$ cat config.mk
export PLATFORM = sky130hd
export DESIGN_NAME = yukle_sakla_birimi
export DESIGN_NICKNAME = d
export VERILOG_FILES = /design/src/rtl/yukle_sakla_birimi_pkg.sv /design/src/rtl/yukle_sakla_birimi_bayt_hizalayici.sv /design/src/rtl/yukle_sakla_birimi.sv
export SDC_FILE = /design/constraint.sdc
export NUM_CORES = 1
export LEC_CHECK = 0
export CELL_PAD_IN_SITES_DETAIL_PLACEMENT = 1
export CELL_PAD_IN_SITES_GLOBAL_PLACEMENT = 1
export CORE_MARGIN = 1
export CORE_UTILIZATION = 38
export DETAILED_ROUTE_END_ITERATION = 6
export PLACE_DENSITY = 0.95
export SKIP_CTS_REPAIR_TIMING = 1
export SLEW_MARGIN = 20
export SYNTH_ARGS = -nofsm -noshare
export SYNTH_HDL_FRONTEND = slang
export SYNTH_SLANG_ARGS = --single-unit
$ cat constraint.sdc
create_clock -name clk -period 6.4 [get_ports clk]
set_input_delay 1.28 -clock clk [delete_from_list [all_inputs] [get_ports clk]]
set_output_delay 1.28 -clock clk [all_outputs]
set_load 0.1 [all_outputs]
$ cat src/rtl/yukle_sakla_birimi_pkg.sv
// Shared definitions for the load/store unit: funct3 codes, FSM states and access size decode.
package ys_paket;

   localparam logic [2:0] F3_BAYT    = 3'b000;
   localparam logic [2:0] F3_YARIM   = 3'b001;
   localparam logic [2:0] F3_KELIME  = 3'b010;
   localparam logic [2:0] F3_BAYT_U  = 3'b100;
   localparam logic [2:0] F3_YARIM_U = 3'b101;

   typedef enum logic [1:0] {
      BOSTA = 2'd0,
      OKU   = 2'd1,
      YAZ   = 2'd2,
      TAMAM = 2'd3
   } durum_t;

   typedef enum logic [1:0] {
      BOYUT_BAYT   = 2'd0,
      BOYUT_YARIM  = 2'd1,
      BOYUT_KELIME = 2'd2
   } boyut_t;

   // Every code that is not a byte or half access is treated as a full word.
   function automatic boyut_t boyut_coz(input logic [2:0] f3);
      boyut_t b;
      case (f3)
         F3_BAYT, F3_BAYT_U:   b = BOYUT_BAYT;
         F3_YARIM, F3_YARIM_U: b = BOYUT_YARIM;
         F3_KELIME:            b = BOYUT_KELIME;
         default:              b = BOYUT_KELIME;
      endcase
      return b;
   endfunction

endpackage

$ cat src/rtl/yukle_sakla_birimi_bayt_hizalayici.sv
// Lane extraction with sign/zero extension for loads and lane merge for stores.
module bayt_hizalayici
   import ys_paket::*;
(
   input  boyut_t      i_boyut,
   input  logic        i_isaretsiz,
   input  logic [1:0]  i_serit,
   input  logic [31:0] i_kelime,
   input  logic [31:0] i_veri,
   output logic [31:0] o_yuklenen,
   output logic [31:0] o_birlesik
);

   logic [7:0]  w_bayt;
   logic [15:0] w_yarim;

   assign w_bayt  = i_kelime[{i_serit, 3'b000} +: 8];
   assign w_yarim = i_serit[1] ? i_kelime[31:16] : i_kelime[15:0];

   always_comb begin
      o_yuklenen = i_kelime;
      o_birlesik = i_veri;
      case (i_boyut)
         BOYUT_BAYT: begin
            o_yuklenen = {{24{w_bayt[7] & ~i_isaretsiz}}, w_bayt};
            o_birlesik = i_kelime;
            o_birlesik[{i_serit, 3'b000} +: 8] = i_veri[7:0];
         end
         BOYUT_YARIM: begin
            o_yuklenen = {{16{w_yarim[15] & ~i_isaretsiz}}, w_yarim};
            o_birlesik = i_kelime;
            if (i_serit[1]) begin
               o_birlesik[31:16] = i_veri[15:0];
            end else begin
               o_birlesik[15:0] = i_veri[15:0];
            end
         end
         default: begin
         end
      endcase
   end

endmodule

$ cat src/rtl/yukle_sakla_birimi.sv
// Byte-addressed load/store unit over a word-addressed memory with read-modify-write sub-word stores.
// Optional macro YS_HIZASIZ_HATA_EN: misaligned half/word accesses complete at once with hizasiz_hata.
module yukle_sakla_birimi
   import ys_paket::*;
#(
   parameter int unsigned ADRES_GENISLIGI = 8
)(
   input  logic        clk,
   input  logic        rst,
   input  logic        istek_gecerli,
   output logic        istek_hazir,
   input  logic        istek_yaz,
   input  logic [2:0]  istek_funct3,
   input  logic [31:0] istek_adres,
   input  logic [31:0] istek_veri,
   output logic        sonuc_gecerli,
   output logic [31:0] sonuc_veri,
   output logic        hizasiz_hata,
   output logic [31:0] bellek_adres,
   output logic [31:0] bellek_veri_girisi,
   output logic        bellege_yaz,
   input  logic [31:0] bellek_veri_cikisi
);

   localparam int unsigned VERI_G = 32;

   durum_t             r_durum;
   durum_t             w_sonraki;
   logic               r_istek_hazir;
   logic               r_sonuc_gecerli;
   logic               r_bellege_yaz;
   logic               r_yaz;
   boyut_t             r_boyut;
   logic               r_isaretsiz;
   logic [1:0]         r_serit;
   logic [VERI_G-1:0]  r_veri;
   logic [VERI_G-1:0]  r_bellek_adres;
   logic [VERI_G-1:0]  r_okunan;
   logic [VERI_G-1:0]  r_sonuc;

   logic               w_kabul;
   boyut_t             w_boyut;
   logic [1:0]         w_serit;
   logic               w_hata_yolu;
   logic [VERI_G-1:0]  w_kelime;
   logic [VERI_G-1:0]  w_yuklenen;
   logic [VERI_G-1:0]  w_birlesik;
   logic               w_unused_adres;

   assign w_kabul        = istek_gecerli & (r_durum == BOSTA);
   assign w_boyut        = boyut_coz(istek_funct3);
   assign w_unused_adres = ^istek_adres[31:ADRES_GENISLIGI+2];

   // Low address bits a size cannot use are dropped, so a misaligned access hits the aligned lane.
   always_comb begin
      w_serit = 2'b00;
      case (w_boyut)
         BOYUT_BAYT:  w_serit = istek_adres[1:0];
         BOYUT_YARIM: w_serit = {istek_adres[1], 1'b0};
         default:     w_serit = 2'b00;
      endcase
   end

`ifdef YS_HIZASIZ_HATA_EN
   assign w_hata_yolu = ((w_boyut == BOYUT_YARIM) && istek_adres[0]) ||
                        ((w_boyut == BOYUT_KELIME) && (istek_adres[1:0] != 2'b00));
`else
   assign w_hata_yolu = 1'b0;
`endif

   // Live memory word while reading; the captured word while writing back.
   assign w_kelime = (r_durum == OKU) ? bellek_veri_cikisi : r_okunan;

   bayt_hizalayici u_hizalayici (
      .i_boyut     (r_boyut),
      .i_isaretsiz (r_isaretsiz),
      .i_serit     (r_serit),
      .i_kelime    (w_kelime),
      .i_veri      (r_veri),
      .o_yuklenen  (w_yuklenen),
      .o_birlesik  (w_birlesik)
   );

   always_comb begin
      w_sonraki = r_durum;
      case (r_durum)
         BOSTA: begin
            if (istek_gecerli) begin
               if (w_hata_yolu) begin
                  w_sonraki = TAMAM;
               end else if (istek_yaz && (w_boyut == BOYUT_KELIME)) begin
                  w_sonraki = YAZ;
               end else begin
                  w_sonraki = OKU;
               end
            end
         end
         OKU:     w_sonraki = r_yaz ? YAZ : TAMAM;
         YAZ:     w_sonraki = TAMAM;
         TAMAM:   w_sonraki = BOSTA;
         default: w_sonraki = BOSTA;
      endcase
   end

`ifdef YS_HIZASIZ_HATA_EN
   logic r_hizasiz_hata;
`endif

   always_ff @(posedge clk or posedge rst) begin
      if (rst) begin
         r_durum         <= BOSTA;
         r_istek_hazir   <= 1'b1;
         r_sonuc_gecerli <= 1'b0;
         r_bellege_yaz   <= 1'b0;
         r_yaz           <= 1'b0;
         r_boyut         <= BOYUT_BAYT;
         r_isaretsiz     <= 1'b0;
         r_serit         <= 2'b00;
         r_veri          <= '0;
         r_bellek_adres  <= '0;
         r_okunan        <= '0;
         r_sonuc         <= '0;
`ifdef YS_HIZASIZ_HATA_EN
         r_hizasiz_hata  <= 1'b0;
`endif
      end else begin
         r_durum         <= w_sonraki;
         r_istek_hazir   <= (w_sonraki == BOSTA);
         r_sonuc_gecerli <= (w_sonraki == TAMAM);
         r_bellege_yaz   <= (w_sonraki == YAZ);
`ifdef YS_HIZASIZ_HATA_EN
         r_hizasiz_hata  <= (w_sonraki == TAMAM) && (r_durum == BOSTA);
`endif
         if (w_kabul) begin
            r_yaz          <= istek_yaz;
            r_boyut        <= w_boyut;
            r_isaretsiz    <= istek_funct3[2];
            r_serit        <= w_serit;
            r_veri         <= istek_veri;
            r_bellek_adres <= VERI_G'(istek_adres[ADRES_GENISLIGI+1:2]);
         end
         if (r_durum == OKU) begin
            r_okunan <= bellek_veri_cikisi;
         end
         // Stores and error completions report zero; the value holds until the next completion.
         if (w_sonraki == TAMAM) begin
            r_sonuc <= (r_durum == OKU) ? w_yuklenen : '0;
         end
      end
   end

   assign istek_hazir        = r_istek_hazir;
   assign sonuc_gecerli      = r_sonuc_gecerli;
   assign sonuc_veri         = r_sonuc;
   assign bellek_adres       = r_bellek_adres;
   assign bellege_yaz        = r_bellege_yaz;
   assign bellek_veri_girisi = r_bellege_yaz ? w_birlesik : '0;
`ifdef YS_HIZASIZ_HATA_EN
   assign hizasiz_hata       = r_hizasiz_hata;
`else
   assign hizasiz_hata       = 1'b0;
`endif

endmodule

After elaboration in Yosys (flattened, before gate mapping):

Cells that the tools add are included.

* add/sub/neg operators: 1
* $mul: 0
* divide/modulo/power cells: 0
* order comparisons: 0
* equal/unequal tests: 11
* shifts and indexed selects: 3
* muxes and demuxes: 15
* bitwise logic cells: 4
* reductions and logical operators: 8

Operator list (number)
* 32-bit one-hot mux with 2 select lines: 2
* 32-bit 2-to-1 mux: 3
* 16-bit 2-to-1 mux: 3
* 32-bit bitwise mux: 1
* 8-bit by 7-bit variable shift with 32-bit output, first input constant: 1
* 32-bit by 6-bit indexed part select with 8-bit output: 1
* 8-bit by 7-bit indexed part select with 32-bit output: 1
* 2-bit equality test, second input constant: 5
* 2-bit logical NOT: 4
* 2-bit one-hot mux with 2 select lines: 2
* 2-bit one-hot mux with 4 select lines: 1
* 5-bit negation with 7-bit output: 1
* 2-bit by 1-bit equality test with 1-bit output, second input constant: 3
* 3-bit equality test, second input constant: 2
* 2-bit 2-to-1 mux: 2
* 2-bit OR reduction: 2
* 1-bit bitwise AND: 3
* 3-bit by 1-bit equality test with 1-bit output, second input constant: 1
* 3-bit logical NOT: 1
* 1-bit logical AND: 1
* 1-bit 2-to-1 mux: 1
* 1-bit NOT: 1

* register bits after elaboration: 115
* latch bits: 0
* RAM bits: 0
* ROM bits: 0
* input port bits: 103
* output and inout port bits: 100
* logic and storage cells: 54
* memories: 0

Logic depth before layout (Yosys ltp):

Gate-level depths: netlist of run 1.

* word-level depth: 9
* depth in mapped cells: 10

Modules after synthesis:

Synthesis of run 1 repeated with hierarchy kept, for this count alone.

* cells, all modules: 640
* area, all modules: 6752.7 sq um

By module, submodules not included
* yukle_sakla_birimi: instances 1, cells each 405, area an instance 5255.0 sq um
* bayt_hizalayici: instances 1, cells each 235, area an instance 1497.7 sq um

Worst setup path before layout of run 1:

No wires, ideal clock.

* path kind: reg2out
* start point: register r_serit[1]
* end point: output port bellek_veri_girisi[14]
* arrival: 3.696 ns
* setup slack: 1.424 ns
* stages on the path, launching flop included: 8
* path buffers: 1
* cell sequence: dfrtp_1 > inv_1 > buf_1 > ha_1 > clkinv_1 > nor4b_1 > a221oi_1 > nor2_1

* cells in the longest elaborated chain, start to end: 5
* elaborated cells between the ends (all ways): 7
* classes of those cells: 1 x add/sub; 2 x shift; 4 x mux

RTL lines
* from (decl): RTL line yukle_sakla_birimi.sv:35 `logic [1:0] r_serit;`
* from (signal assigned): RTL line yukle_sakla_birimi.sv:138 `r_serit <= w_serit;`
* 5-bit negation with 7-bit output: RTL line yukle_sakla_birimi_bayt_hizalayici.sv:27 `o_birlesik[{i_serit, 3'b000} +: 8] = i_veri[7:0];`
* 8-bit by 7-bit indexed part select with 32-bit output or 8-bit by 7-bit variable shift with 32-bit output (tied branches): RTL line yukle_sakla_birimi_bayt_hizalayici.sv:27
* 32-bit bitwise mux: RTL line yukle_sakla_birimi_bayt_hizalayici.sv:27
* 32-bit one-hot mux with 2 select lines *: RTL line yukle_sakla_birimi_bayt_hizalayici.sv:23 `case (i_boyut)`
* 32-bit 2-to-1 mux *: RTL line yukle_sakla_birimi.sv:157 `assign bellek_veri_girisi = r_bellege_yaz ? w_birlesik : '0;`
* to (decl): RTL line yukle_sakla_birimi.sv:20 `output logic [31:0] bellek_veri_girisi,`

Mark *: on every way between the ends. The rest lies on a longest branch, timed or not.

Worst setup path in the final report of run 1:

* start point: register r_serit[1]
* end point: output port bellek_veri_girisi[20]

Same word-level chain as after synthesis.

==> results of run 1 <==
## stage by stage
stage / worst slack (ns) / std cells
2_1_floorplan: 1.42 / 579
3_3_place_gp: 1.65 / 893
3_5_place_dp: 1.53 / 893
4_1_cts: 1.06 / 922
5_1_grt: 0.863 / 922
6_report: 1.03 / 922
## cell families (layout without fill, tap and decap cells)
logic type	after synthesis	after routing	synth area share, %
DFF	115	115	46.5
adders and majority gates	9	9	1.82
buffers and inverters	100	227	7.84
and+or+nand+nor	94	94	7.03
other	1	25	0.0606
muxes	92	92	16.5
AOI/OAI and AO/OA	144	144	20.3
## placed cells by master (no fill, tap or decap), types with 5 or more instances in the layout
cell type,synthesis,final
o21ai_0,15,15
mux2_2,68,68
a21oi_1,11,10
ha_1,9,9
o2111a_1,8,8
dfrtp_1,114,114
a221o_1,22,22
o221ai_1,22,22
conb_1,1,25
a221oi_1,16,16
clkbuf_16,0,17
o211a_1,9,9
nor2_1,31,31
inv_1,32,31
nand2_1,38,37
a211o_1,7,7
buf_4,25,40
clkdlybuf4s50_1,0,124
a31oi_1,5,5
a221o_2,10,10
a32o_1,7,7
mux2i_1,23,23
## critical path: stages (launching register included)
cell and delay, ns:
dfrtp_1 0.32, buf_4 0.32, inv_1 0.44, ha_1 0.50
nor4bb_1 0.25, a22o_1 0.34, a221o_1 0.20, o211a_1 0.15
clkdlybuf4s50_1 1.13
## flip-flops by register name, indices dropped and copies added (netlist names)
| name | flops |
|---|---|
| r_boyut | 2 |
| bellege_yaz | 1 |
| r_durum | 2 |
| sonuc_veri | 32 |
| bellek_adres | 8 |
| r_okunan | 32 |
| istek_hazir | 1 |
| r_isaretsiz | 1 |
| r_yaz | 1 |
| r_veri | 32 |
| r_serit | 2 |
| sonuc_gecerli | 1 |
## area by class of cell
| type | instances | share of cell area, % |
|---|---|---|
| timing repair buffer | 164 | 18.6 |
| tap | 216 | 3.25 |
| sequential | 115 | 34.7 |
| clock buffer | 23 | 5.75 |
| clock inverter | 6 | 0.964 |
| inverter | 34 | 1.57 |
| multi-input combinational | 364 | 35.2 |
## how the worst max path moves through the flow
stage / from / end / slack, ns
after floorplan: r_serit[1] / bellek_veri_girisi[14] / 1.42
after global placement: r_serit[1] / bellek_veri_girisi[20] / 1.65
after detailed placement: r_serit[1] / bellek_veri_girisi[20] / 1.53
after CTS: r_serit[1] / bellek_veri_girisi[20] / 1.06
after global routing: r_serit[1] / bellek_veri_girisi[20] / 0.86
final: r_serit[1] / bellek_veri_girisi[20] / 1.03
## per-layer routing
layer	vias to the layer above	global-route usage (%)
li1	2321	-
met1	2698	33.3
met2	236	40.5
met3	33	4.71
met4	0	10.2
met5	-	0
## cells in the mapped netlist, types with 3 or more instances
| master | number |
|---|---|
| nor3_1 | 3 |
| o21ai_0 | 15 |
| buf_4 | 25 |
| inv_1 | 32 |
| clkbuf_1 | 33 |
| nor2_1 | 31 |
| o211a_1 | 9 |
| a211oi_1 | 3 |
| a31oi_1 | 5 |
| a32o_1 | 7 |
| a221oi_1 | 16 |
| nand2_1 | 38 |
| a221o_1 | 22 |
| dfrtp_1 | 114 |
| mux2_2 | 68 |
| o2111a_1 | 8 |
| nand2b_1 | 4 |
| ha_1 | 9 |
| nor2b_1 | 4 |
| a211o_1 | 7 |
| a21oi_1 | 11 |
| and2_1 | 3 |
| o221ai_1 | 22 |
| a221o_2 | 10 |
| mux2i_1 | 23 |
| buf_1 | 5 |
==> flow_summary.toml, run 1 <==
[min_path]
hp-start = "sonuc_veri[14]"
hold_depth = 1
hp-class = "flip-flop to flip-flop"
whs_endpoint = "sonuc_veri[14]"

[synthesis]
synth_seq_area_share_pct = 46.5
synth_cell_types = 47
ys_ff_latch = 115
synth_area_leaders = "dfrtp_1 46%, mux2_2 12%, mux2i_1 3.7%"
synth-edff-count = 0
syn_area_per_cell_um2 = 11.2
yosys_warnings = 0
yosysTopAreaCell = "dfrtp_1"
syn_area_um2 = 6190
yosys.area.top_type_share_pct = 46.1
async_reset_ff_share_pct = 100
synth-main-ff-cell = "dfrtp_1"
synth_cells = 555

[cells_and_area]
multi_input_area_um2 = 2930
antenna_cells = 0
drive_gt1_share_pct = 21.8
syn2layout_area_growth_pct = 34.2
final_nets = 808
final_area_um2 = 8310
fin_util_pct = 52.3
fillers = 1729
regArea_um2 = 2880

[global_route]
antenna_found_initial = 0
globalRoute.totalOverflow = 0
grt_max_degree = 68
grt_use_total_pct = 25.1
first_global_vias = 5466
grt_pass1_wl_um = 31400

[timing]
final.setup_skew_ns = 0.00581
grt_setup_unrepaired = "false"
hold_viol_final = 0
timing.slew.headroom_pct = 31.2
setup_viol_count_final = 0
period_share_pct = 83.9
final_max_slew_viol_count = 0
max_freq_ghz = 0.186
worstMarginPinSlew_ns = 1.03
totalNegativeSetupSlack_ns = 0
hold_ws_ns = 0.497
post-route-min-period_ns = 5.37

[worst_setup_path]
endpoint_kind = "primary output"
ff2ff_path_depth = 8
crit_type = "flip-flop to primary output"
path_max_fanout = 35
ff2ff_setup_slack_ns = 3.04
regToRegEndpoint = "sonuc_veri[25]"
crit_required_ns = 5.12
critPathArrivalTime_ns = 4.09
cp-start-kind = "flip-flop"
rr_startpoint = "r_durum[1]"

[drt]
vias = 5288
drtIter0Drc = 401
top_layer = "met4"
drtAntennaViolNets = 0
wl_met2_um = 9860
vias_per_cell = 5.74
first_pass_iters = 5
wirelength_um = 20100
wl_met3_um = 1240
routedWlPerCell_um = 21.8
drc_errors = 0
wl_met1_um = 8580

[cts]
htreeDepth = 4
cts.sinks = 115
clk_latency_ns = 0.42
cts.reportedPaths.clkPinSlew_ns = 0.05
cts_root_buffer = "clkbuf_16"
cts_tree = "built"
cts-buffers-inserted = 17
cts_buffer_depth = 2

[flow_run]
drv_cap = 0

[status]
status = "finished clean"

[placement]
place_hpwl_um = 14600
io_buffers = 155
place.gp.congestion = 0.820
placed_cell_area_um2 = 7740

[die]
die_x_um = 130
num_io_pins = 203
core_area_um2 = 15900
fp-row-count = 46
die_h_um = 130
start_util_pct = 39.0
die_area_um2 = 16800
Power of run 1 is left out: the tool's default activity adds up to more than one toggle a clock period on the data nets, which glitch-free logic cannot reach.
==> run 2, diff against run 1 <==
CORE_UTILIZATION = 36   (was 38)
PLACE_DENSITY = 0.92   (was 0.95)
clock period = 5.1 ns   (was 6.4 ns; I/O delays follow)
==> run 2 against run 1 <==
  * Setup slack got worse by 0.57 ns
  * Critical path type unchanged
  * Non-clock buffer count rose by 3
  * Via count fell by 0.11%
  * Wire length rose by 2.7%
  * Flip-flop and latch count did not move
  * Global-route usage fell by 1.0 points
  * Highest routed layer unchanged
==> flow_summary.toml, run 2 (synthesis gave the netlist of run 1 again) <==
[cts]
cts_root_buffer = "clkbuf_16"
clk_latency_ns = 0.42
htreeDepth = 4
cts-buffers-inserted = 17
cts_buffer_depth = 2
cts_tree = "built"
cts.reportedPaths.clkPinSlew_ns = 0.05
cts.sinks = 115

[global_route]
first_global_vias = 5531
grt_max_degree = 50
globalRoute.totalOverflow = 0
antenna_found_initial = 0
grt_pass1_wl_um = 32300
grt_use_total_pct = 24.1

[min_path]
whs_endpoint = "sonuc_veri[12]"
hp-class = "flip-flop to flip-flop"
hold_depth = 1
hp-start = "sonuc_veri[12]"

[die]
core_area_um2 = 16700
start_util_pct = 37.1
die_area_um2 = 17700
num_io_pins = 203
fp-row-count = 47
die_x_um = 133
die_h_um = 133

[timing]
final.setup_skew_ns = 0.00700
hold_viol_final = 0
timing.slew.headroom_pct = 25.1
setup_viol_count_final = 0
max_freq_ghz = 0.216
totalNegativeSetupSlack_ns = 0
grt_setup_unrepaired = "false"
final_max_slew_viol_count = 0
period_share_pct = 90.9
hold_ws_ns = 0.492
post-route-min-period_ns = 4.64
layout_setup_ws_ns = 0.464
worstMarginPinSlew_ns = 1.12

[cells_and_area]
final_nets = 811
final_cell_mix = "123 x clkdlybuf4s50_1, 114 x dfrtp_1, 68 x mux2_2"
syn2layout_area_growth_pct = 38.9
layout_commonest_cell = "clkdlybuf4s50_1"
fin_util_pct = 51.5
antenna_cells = 0
drive_gt1_share_pct = 22.3

[placement]
place_hpwl_um = 14600
io_buffers = 155
dp_slack_ns = 1.22
place.gp.congestion = 0.794

[worst_setup_path]
crit_required_ns = 4.08
endpoint_kind = "primary output"
ff2ff_path_depth = 8
critPathArrivalTime_ns = 3.62
rr_startpoint = "r_durum[1]"
regToRegEndpoint = "sonuc_veri[21]"
cp-start-kind = "flip-flop"
path_max_fanout = 11
crit_type = "flip-flop to primary output"
ff2ff_setup_slack_ns = 1.79

[flow_run]
drv_cap = 0

[status]
status = "finished clean"

[drt]
drtAntennaViolNets = 0
routedWlPerCell_um = 22.2
vias = 5282
drc_errors = 0
drtIter0Drc = 397
first_pass_iters = 4
vias_per_cell = 5.68
wirelength_um = 20600
[run 2: final cells by class]
class                      count  area [um2]
inverter                      34         130
clock inverter                 9         179
clock buffer                  21         450
fill                        1789        8100
sequential                   115        2880
tap                          220         275
multi-input combinational    364        2920
timing repair buffer         167        1760
[run 2: layer usage]
layer	vias up	wire length, um	global-route usage [%]
li1	2324	-	-
met1	2693	9080	31.7
met2	221	9830	38.9
met3	44	1120	4.95
met4	0	588	9.60
met5	-	0	0
[run 2: worst max path at each step]
| stage | start | to | depth (start not counted) |
|---|---|---|---|
| floorplan | r_serit[1] | bellek_veri_girisi[14] | 7 |
| global placement | r_serit[0] | bellek_veri_girisi[7] | 8 |
| detailed placement | r_serit[0] | bellek_veri_girisi[7] | 8 |
| CTS | r_serit[0] | bellek_veri_girisi[2] | 7 |
| global route | r_serit[0] | bellek_veri_girisi[2] | 7 |
| finish | r_serit[0] | bellek_veri_girisi[2] | 7 |
[run 2: critical path, cell delays in order, from the launching register on]
cell	delay [ns]
dfrtp_1	0.54
inv_1	0.27
ha_1	0.20
clkinv_1	0.28
nor3_1	0.99
a221oi_1	0.29
nor2_1	0.29
buf_4	0.34
[run 2: stage by stage]
step,area (um2),cells
finish,8600,930
global route,8600,930
CTS,8590,930
detailed placement,7960,900
global placement,7960,900
floorplan,6280,579
Power of run 2 is left out for the same reason.
